--- src/rtl/ntt_pkg.sv ---
// Shared NTT definitions: sequencer states, derived address/index widths and
// default latencies used by the array, memory wrappers and their controller.
package ntt_pkg;

   localparam int unsigned DEPTH_DEF    = 16;
   localparam int unsigned LUT_SIZE_DEF = 1360;
   localparam int unsigned RD_LAT_DEF   = 1;
   localparam int unsigned PIPE_LAT_DEF = 4;

   localparam int unsigned ADDR_W = $clog2(DEPTH_DEF);
   localparam int unsigned WIDX_W = $clog2(LUT_SIZE_DEF);

   typedef enum logic [1:0] {
      IDLE  = 2'd0,
      ISSUE = 2'd1,
      DRAIN = 2'd2,
      DONE  = 2'd3
   } ctrl_state_e;

endpackage

--- src/rtl/delay_line.sv ---
// Fixed-length shift register; reset clears every stage so nothing stale
// emerges after a mid-stream reset.
module delay_line #(
   parameter int unsigned W = 1,
   parameter int unsigned N = 1
) (
   input  logic         clk,
   input  logic         reset,
   input  logic [W-1:0] din,
   output logic [W-1:0] dout
);

   logic [W-1:0] stage_q [N];
   logic [W-1:0] stage_d [N];

   always_comb begin
      stage_d[0] = din;
      for (int i = 1; i < int'(N); i++) begin
         stage_d[i] = stage_q[i-1];
      end
   end

   always_ff @(posedge clk) begin
      if (reset) begin
         stage_q <= '{default: '0};
      end else begin
         stage_q <= stage_d;
      end
   end

   assign dout = stage_q[N-1];

endmodule

--- src/rtl/butterfly_array_ctrl.sv ---
// Pass/row sequencer for the butterfly array: reads each row, steers twiddle
// index and mode controls, and writes the result back L cycles later.
module butterfly_array_ctrl
   import ntt_pkg::*;
#(
   parameter int unsigned WIDTH    = 32,
   parameter int unsigned SIZE     = 128,
   parameter int unsigned LUT_SIZE = LUT_SIZE_DEF,
   parameter int unsigned DEPTH    = DEPTH_DEF,
   parameter int unsigned RD_LAT   = RD_LAT_DEF,
   parameter int unsigned PIPE_LAT = PIPE_LAT_DEF
) (
   input  logic                        clk,
   input  logic                        reset,
   input  logic                        start,
   input  logic [7:0]                  n_passes,
   input  logic [$clog2(DEPTH):0]      n_rows,
   input  logic [$clog2(LUT_SIZE)-1:0] w_base,
   input  logic [$clog2(LUT_SIZE)-1:0] w_step,
   input  logic                        mode_i,
   input  logic                        swap_i,
   output logic                        busy,
   output logic                        done,
   output logic                        rd_en,
   output logic [$clog2(DEPTH)-1:0]    rd_addr,
   output logic                        wr_en,
   output logic [$clog2(DEPTH)-1:0]    wr_addr,
   output logic                        bf_mode,
   output logic                        bf_swap,
   output logic [$clog2(LUT_SIZE)-1:0] bf_w_idx
);

   localparam int unsigned AW  = $clog2(DEPTH);
   localparam int unsigned WW  = $clog2(LUT_SIZE);
   localparam int unsigned SW  = WW + 1;
   localparam int unsigned CW  = AW + 1;
   localparam int unsigned LAT = RD_LAT + PIPE_LAT;
   localparam int unsigned DW  = $clog2(LAT) + 1;

   if (RD_LAT < 1 || PIPE_LAT < 1 || WIDTH < 1 || SIZE < 1) begin : g_bad_cfg
      $error("butterfly_array_ctrl: latencies, WIDTH and SIZE must be >= 1");
   end

   ctrl_state_e   state_q, state_d;
   logic [7:0]    pass_q, pass_d;
   logic [7:0]    n_passes_q, n_passes_d;
   logic [CW-1:0] n_rows_q, n_rows_d;
   logic [WW-1:0] w_step_q, w_step_d;
   logic [AW-1:0] row_q, row_d;
   logic [WW-1:0] acc_q, acc_d;
   logic [DW-1:0] drain_q, drain_d;
   logic          mode_q, mode_d;
   logic          swap_q, swap_d;
   logic          busy_q, busy_d;
   logic          done_q, done_d;
   logic          rd_en_q, rd_en_d;
   logic [WW-1:0] w_idx_q, w_idx_d;

   logic [SW-1:0] acc_sum;
   logic [WW-1:0] acc_nxt;
   logic          last_row;
   logic [7:0]    pass_inc;
   logic [AW:0]   wr_bus;
   logic [WW:0]   tw_bus;

   // Modular twiddle step and end-of-pass detection
   always_comb begin
      acc_sum  = {1'b0, acc_q} + {1'b0, w_step_q};
      acc_nxt  = (acc_sum >= SW'(LUT_SIZE)) ? WW'(acc_sum - SW'(LUT_SIZE)) : acc_sum[WW-1:0];
      last_row = ({1'b0, row_q} == (n_rows_q - CW'(1)));
      pass_inc = pass_q + 8'd1;
   end

   always_comb begin
      state_d    = state_q;
      pass_d     = pass_q;
      n_passes_d = n_passes_q;
      n_rows_d   = n_rows_q;
      w_step_d   = w_step_q;
      row_d      = row_q;
      acc_d      = acc_q;
      drain_d    = drain_q;
      mode_d     = mode_q;
      swap_d     = swap_q;

      unique case (state_q)
         IDLE: begin
            if (start) begin
               n_passes_d = n_passes;
               n_rows_d   = n_rows;
               w_step_d   = w_step;
               mode_d     = mode_i;
               swap_d     = swap_i;
               pass_d     = '0;
               row_d      = '0;
               acc_d      = w_base;
               state_d    = (n_passes == 8'd0 || n_rows == '0) ? DONE : ISSUE;
            end
         end
         ISSUE: begin
            acc_d = acc_nxt;
            if (last_row) begin
               drain_d = '0;
               state_d = DRAIN;
            end else begin
               row_d = row_q + AW'(1);
            end
         end
         DRAIN: begin
            drain_d = drain_q + DW'(1);
            // Wait for the last write of the pass to retire before re-reading
            if (drain_q == DW'(LAT - 1)) begin
               pass_d = pass_inc;
               if (pass_inc == n_passes_q) begin
                  state_d = DONE;
               end else begin
                  row_d   = '0;
                  state_d = ISSUE;
               end
            end
         end
         DONE: begin
            state_d = IDLE;
         end
         default: begin
            state_d = IDLE;
         end
      endcase

      busy_d  = (state_d == ISSUE) || (state_d == DRAIN);
      done_d  = (state_d == DONE);
      rd_en_d = (state_d == ISSUE);
      w_idx_d = tw_bus[WW] ? tw_bus[WW-1:0] : w_idx_q;
   end

   always_ff @(posedge clk) begin
      if (reset) begin
         state_q    <= IDLE;
         pass_q     <= '0;
         n_passes_q <= '0;
         n_rows_q   <= '0;
         w_step_q   <= '0;
         row_q      <= '0;
         acc_q      <= '0;
         drain_q    <= '0;
         mode_q     <= 1'b0;
         swap_q     <= 1'b0;
         busy_q     <= 1'b0;
         done_q     <= 1'b0;
         rd_en_q    <= 1'b0;
         w_idx_q    <= '0;
      end else begin
         state_q    <= state_d;
         pass_q     <= pass_d;
         n_passes_q <= n_passes_d;
         n_rows_q   <= n_rows_d;
         w_step_q   <= w_step_d;
         row_q      <= row_d;
         acc_q      <= acc_d;
         drain_q    <= drain_d;
         mode_q     <= mode_d;
         swap_q     <= swap_d;
         busy_q     <= busy_d;
         done_q     <= done_d;
         rd_en_q    <= rd_en_d;
         w_idx_q    <= w_idx_d;
      end
   end

   // Read command replayed as the write-back L cycles later
   delay_line #(.W(AW + 1), .N(LAT)) u_wr_dly (
      .clk  (clk),
      .reset(reset),
      .din  ({rd_en_q, row_q}),
      .dout (wr_bus)
   );

   // Fed one cycle ahead of the read so the hold register lands at read + RD_LAT
   delay_line #(.W(WW + 1), .N(RD_LAT)) u_tw_dly (
      .clk  (clk),
      .reset(reset),
      .din  ({rd_en_d, acc_d}),
      .dout (tw_bus)
   );

   assign busy     = busy_q;
   assign done     = done_q;
   assign rd_en    = rd_en_q;
   assign rd_addr  = row_q;
   assign wr_en    = wr_bus[AW];
   assign wr_addr  = wr_bus[AW-1:0];
   assign bf_mode  = mode_q;
   assign bf_swap  = swap_q;
   assign bf_w_idx = w_idx_q;

endmodule

--- config.mk ---
export PLATFORM = sky130hd
export DESIGN_NAME = butterfly_array_ctrl
export DESIGN_NICKNAME = d
export VERILOG_FILES = /design/src/rtl/ntt_pkg.sv /design/src/rtl/delay_line.sv /design/src/rtl/butterfly_array_ctrl.sv
export SDC_FILE = /design/constraint.sdc
export NUM_CORES = 1
export LEC_CHECK = 0
export BUFFER_PORTS_ARGS = -buffer_cell sky130_fd_sc_hd__buf_2
export CAP_MARGIN = 20
export CORE_AREA = 5 5 98 100
export CTS_CLUSTER_SIZE = 40
export DETAILED_ROUTE_END_ITERATION = 16
export DIE_AREA = 0 0 103 105
export GPL_ROUTABILITY_DRIVEN = 0
export PLACE_DENSITY = 0.79
export SLEW_MARGIN = 25
export SYNTH_ARGS = -nofsm -noshare
export SYNTH_HDL_FRONTEND = slang
export SYNTH_HIERARCHICAL = 1
export SYNTH_SLANG_ARGS = --single-unit
--- constraint.sdc ---
create_clock -name clk -period 8.6 [get_ports clk]
set_clock_uncertainty 0.05 [all_clocks]
set_input_delay 0 -clock clk [delete_from_list [all_inputs] [get_ports clk]]
set_output_delay 0 -clock clk [all_outputs]
set_load 0.005 [all_outputs]
==> run summary <==
Drt drc: 0
Htree depth: 3
Post-synth net total: 639
Tcrit/Tclk final: 0.388
Number of detailed-route iterations in the first pass: 5
Worst path arrival time: 3.52 ns
Crit path buf inv count: 0
Final Setup Violations: 0
Net load switching power: 0.000316 W
Clk_lat worst skew: 0.37 ns
Net Sw Frac: 0.306
Setup repair bufs after CTS: 0
CTS Root Cell: clkbuf_8
R2R Path Start: w_step_q[0]$_SDFFE_PP0P_
Clock Path Buffers: 2
CP max stage delay: 0.41 ns
Clk slew on worst S/H paths: 0.11 ns
Max VDD drop: 0.115 mV
Lkg Pwr: 2.52 nW
Vias in the first global route: 3978
Number of synthesized register bits: 106
Tmin final: 3.33 ns
Clk sink count: 106
Worst path slowest cell: fa_1
FF-to-FF path depth: 14
Setup Crit Path Kind: reg2reg
Final net count: 713
CP Max Fanout: 6
Die area: 10800 µm²
Die Wd: 103 µm
Top post-synthesis cells by area: dfxtp_1 43%, nand2_1 6.0%, a21oi_1 5.8%, ha_1 5.0%, nor2b_1 4.9%
Ys flop type: dfxtp_1
Clk pwr share: 0.298
Critical Path, Cell by Cell: ha_1, fa_1, a21o_1, a21oi_1, xnor2_1, ha_1, nor4b_1, o21ai_0, a21oi_1, o211ai_1, o211ai_2, mux2i_1, nand3_1, nor2b_2
DP HPWL: 7580 µm
Register share of total power: 0.523
Vias: 4316
Post-synth top area share: 0.426
Yosys cell types: 64
Die height: 105 µm
Power Density: 177 nW/µm²
Grt ovf: 0
Async S/R FF share, synth: 0
Vias per inst: 5.64
Starting Density: 0.580
Reg2reg end: u_tw_dly/dout[6]$_SDFF_PP0_
Setup TNS: 0 ns
Final antenna-violating net count: 0
Max Fclk: 0.300 GHz
# rows: 34
Most instantiated cells after synthesis: 106 x dfxtp_1, 80 x nand2_1, 58 x a21oi_1
CORE AREA: 8590 µm²
EDFF count, synth: 0
Cell Area, Synth: 4980 µm²
Least-Margin Pin Slew: 0.781 ns
Status: finished, final reports clean
Hold buffers post-CTS: 29
Port-buffer cells: 64
Combinational fraction of design power: 0.179
Initial antenna violation count: 0
Gr usage total: 0.212
Crit path capture type: flip-flop
WL per Instance: 14.7 µm
Worst Min Path Start: w_base[7]
Worst setup SP type: flip-flop
WHS Endpoint: acc_q[7]$_SDFF_PP0_
Syn. warnings: 6
Layout area overhead: 16.9%
Top cell type by total area after synthesis: dfxtp_1
Cts bufs inserted: 9
Drt total wl: 11200 µm
Fin util: 0.678
Worst min path class: in2reg
Max-slew violation count: 0
Reg2Reg Setup Slack: 5.27 ns
Initial DRC count: 359
WP depth: 14
CP Data Required Time: 8.78 ns
Pint: 0.000717 W
CTS resizes: 0
Slew HR: 0.479
RSZ-0062 raised after global routing: no
N_diodes: 0
Hold Path Depth: 5
Share of cells above drive strength 1: 0.158
Top-count cell post-synth: dfxtp_1
First-pass GRT wire length: 18600 µm
Max-cap violations: 0
Sequential-to-total area share from yosys stat: 0.426
Post-Syn Area per Cell: 8.62 µm²
Fin. Hold Viols: 0
CP delay by family, top: compound AO/OA/AOI/OAI gates
Largest net degree at the start of global routing: 107
CTS tree: built
Synth Instances: 578
Number of I/O pins: 65
[how the worst max path moves through the flow]
stage	slack, ns	to	start
after floorplan	5.62	u_tw_dly/dout[5]$_SDFF_PP0_	w_step_q[0]$_SDFFE_PP0P_
after global placement	5.41	u_tw_dly/dout[6]$_SDFF_PP0_	w_step_q[0]$_SDFFE_PP0P_
after detailed placement	5.31	u_tw_dly/dout[6]$_SDFF_PP0_	acc_q[0]$_SDFF_PP0_
after CTS	5.29	u_tw_dly/dout[6]$_SDFF_PP0_	acc_q[0]$_SDFF_PP0_
after global routing	4.98	u_tw_dly/dout[6]$_SDFF_PP0_	acc_q[0]$_SDFF_PP0_
final	5.27	u_tw_dly/dout[6]$_SDFF_PP0_	w_step_q[0]$_SDFFE_PP0P_
[stage by stage]
| step | setup slack (ns) | hold WS, ns | power [W] | instance area (µm²) | std cells |
|---|---|---|---|---|---|
| global placement | 5.41 | 0.192 | 0.000715 | 5320 | 720 |
| floorplan | 5.62 | 0.0216 | 0.000674 | 4980 | 578 |
| global route | 4.98 | 0.0619 | 0.00108 | 5820 | 765 |
| detailed placement | 5.31 | 0.199 | 0.000722 | 5320 | 720 |
| finish | 5.27 | 0.0318 | 0.00103 | 5820 | 765 |
| CTS | 5.29 | 0.00363 | 0.00104 | 5810 | 765 |
[cells by family after synthesis]
kind of cell	count (synthesis)	share of synthesized area
AOI/OAI and AO/OA	128	0.165
xor gates and xnor gates	26	0.0457
adders and majority gates	21	0.0542
buffers and inverters	42	0.0346
DFF	106	0.426
muxes	18	0.0367
and+or+nand+nor	237	0.238
[layout by cell type (no fill, tap or decap), drive strengths merged, types with 4 or more instances in the layout]
cell type / n
dfxtp: 106
nand2: 80
buf: 64
a21oi: 59
nor2: 50
nor2b: 49
dlygate4sd3: 29
ha: 20
o21ai: 17
mux2i: 16
xor2: 15
inv: 14
nor3: 12
nand3: 12
xnor2: 11
clkbuf: 9
a211oi: 7
and3: 7
a31oi: 6
a21o: 6
nor4: 5
o22ai: 5
clkinv: 4
[flip-flops by register name, summed over array words and instances (netlist names), 2 cells and up]
register,flops
acc_q,11
n_rows_q,5
drain_q,4
u_wr_dly/stage_d,20
pass_q,8
u_wr_dly/dout,5
u_tw_dly/dout,12
rd_addr,4
w_step_q,11
state_q,2
n_passes_q,8
bf_w_idx,11
[power by group through the flow]
stage          clock network (W)  logic, W  registers, W
2_1_floorplan                  0  0.000133      0.000540
3_3_place_gp                   0  0.000165      0.000550
3_5_place_dp                   0  0.000171      0.000550
4_1_cts                 0.000313  0.000183      0.000539
5_1_grt                 0.000331  0.000206      0.000543
6_report                0.000308  0.000185      0.000540
[layout make-up]
type | count | area (µm²)
Clock buffer | 9 | 124
Clock inverter | 7 | 80.1
Fill cell | 692 | 2770
Inverter | 12 | 45.0
Multi-Input combinational cell | 430 | 2700
Sequential cell | 106 | 2120
Tap cell | 108 | 135
Timing Repair Buffer | 93 | 617
[worst min-delay path, delay by kind of cell]
family	cells	cell delay, ns
AOI/OAI and AO/OA	3	0.31
buffers and inverters	1	0.08
and+or+nand+nor	1	0.04
[metal layers]
metal	wire length [µm]	global-route usage	up-vias
met3	731	0.0406	13
met4	144	0.0629	0
met5	0	0	-
met2	5050	0.325	149
li1	-	-	2161
met1	5320	0.301	1993
(Power assumes the default switching activity.)
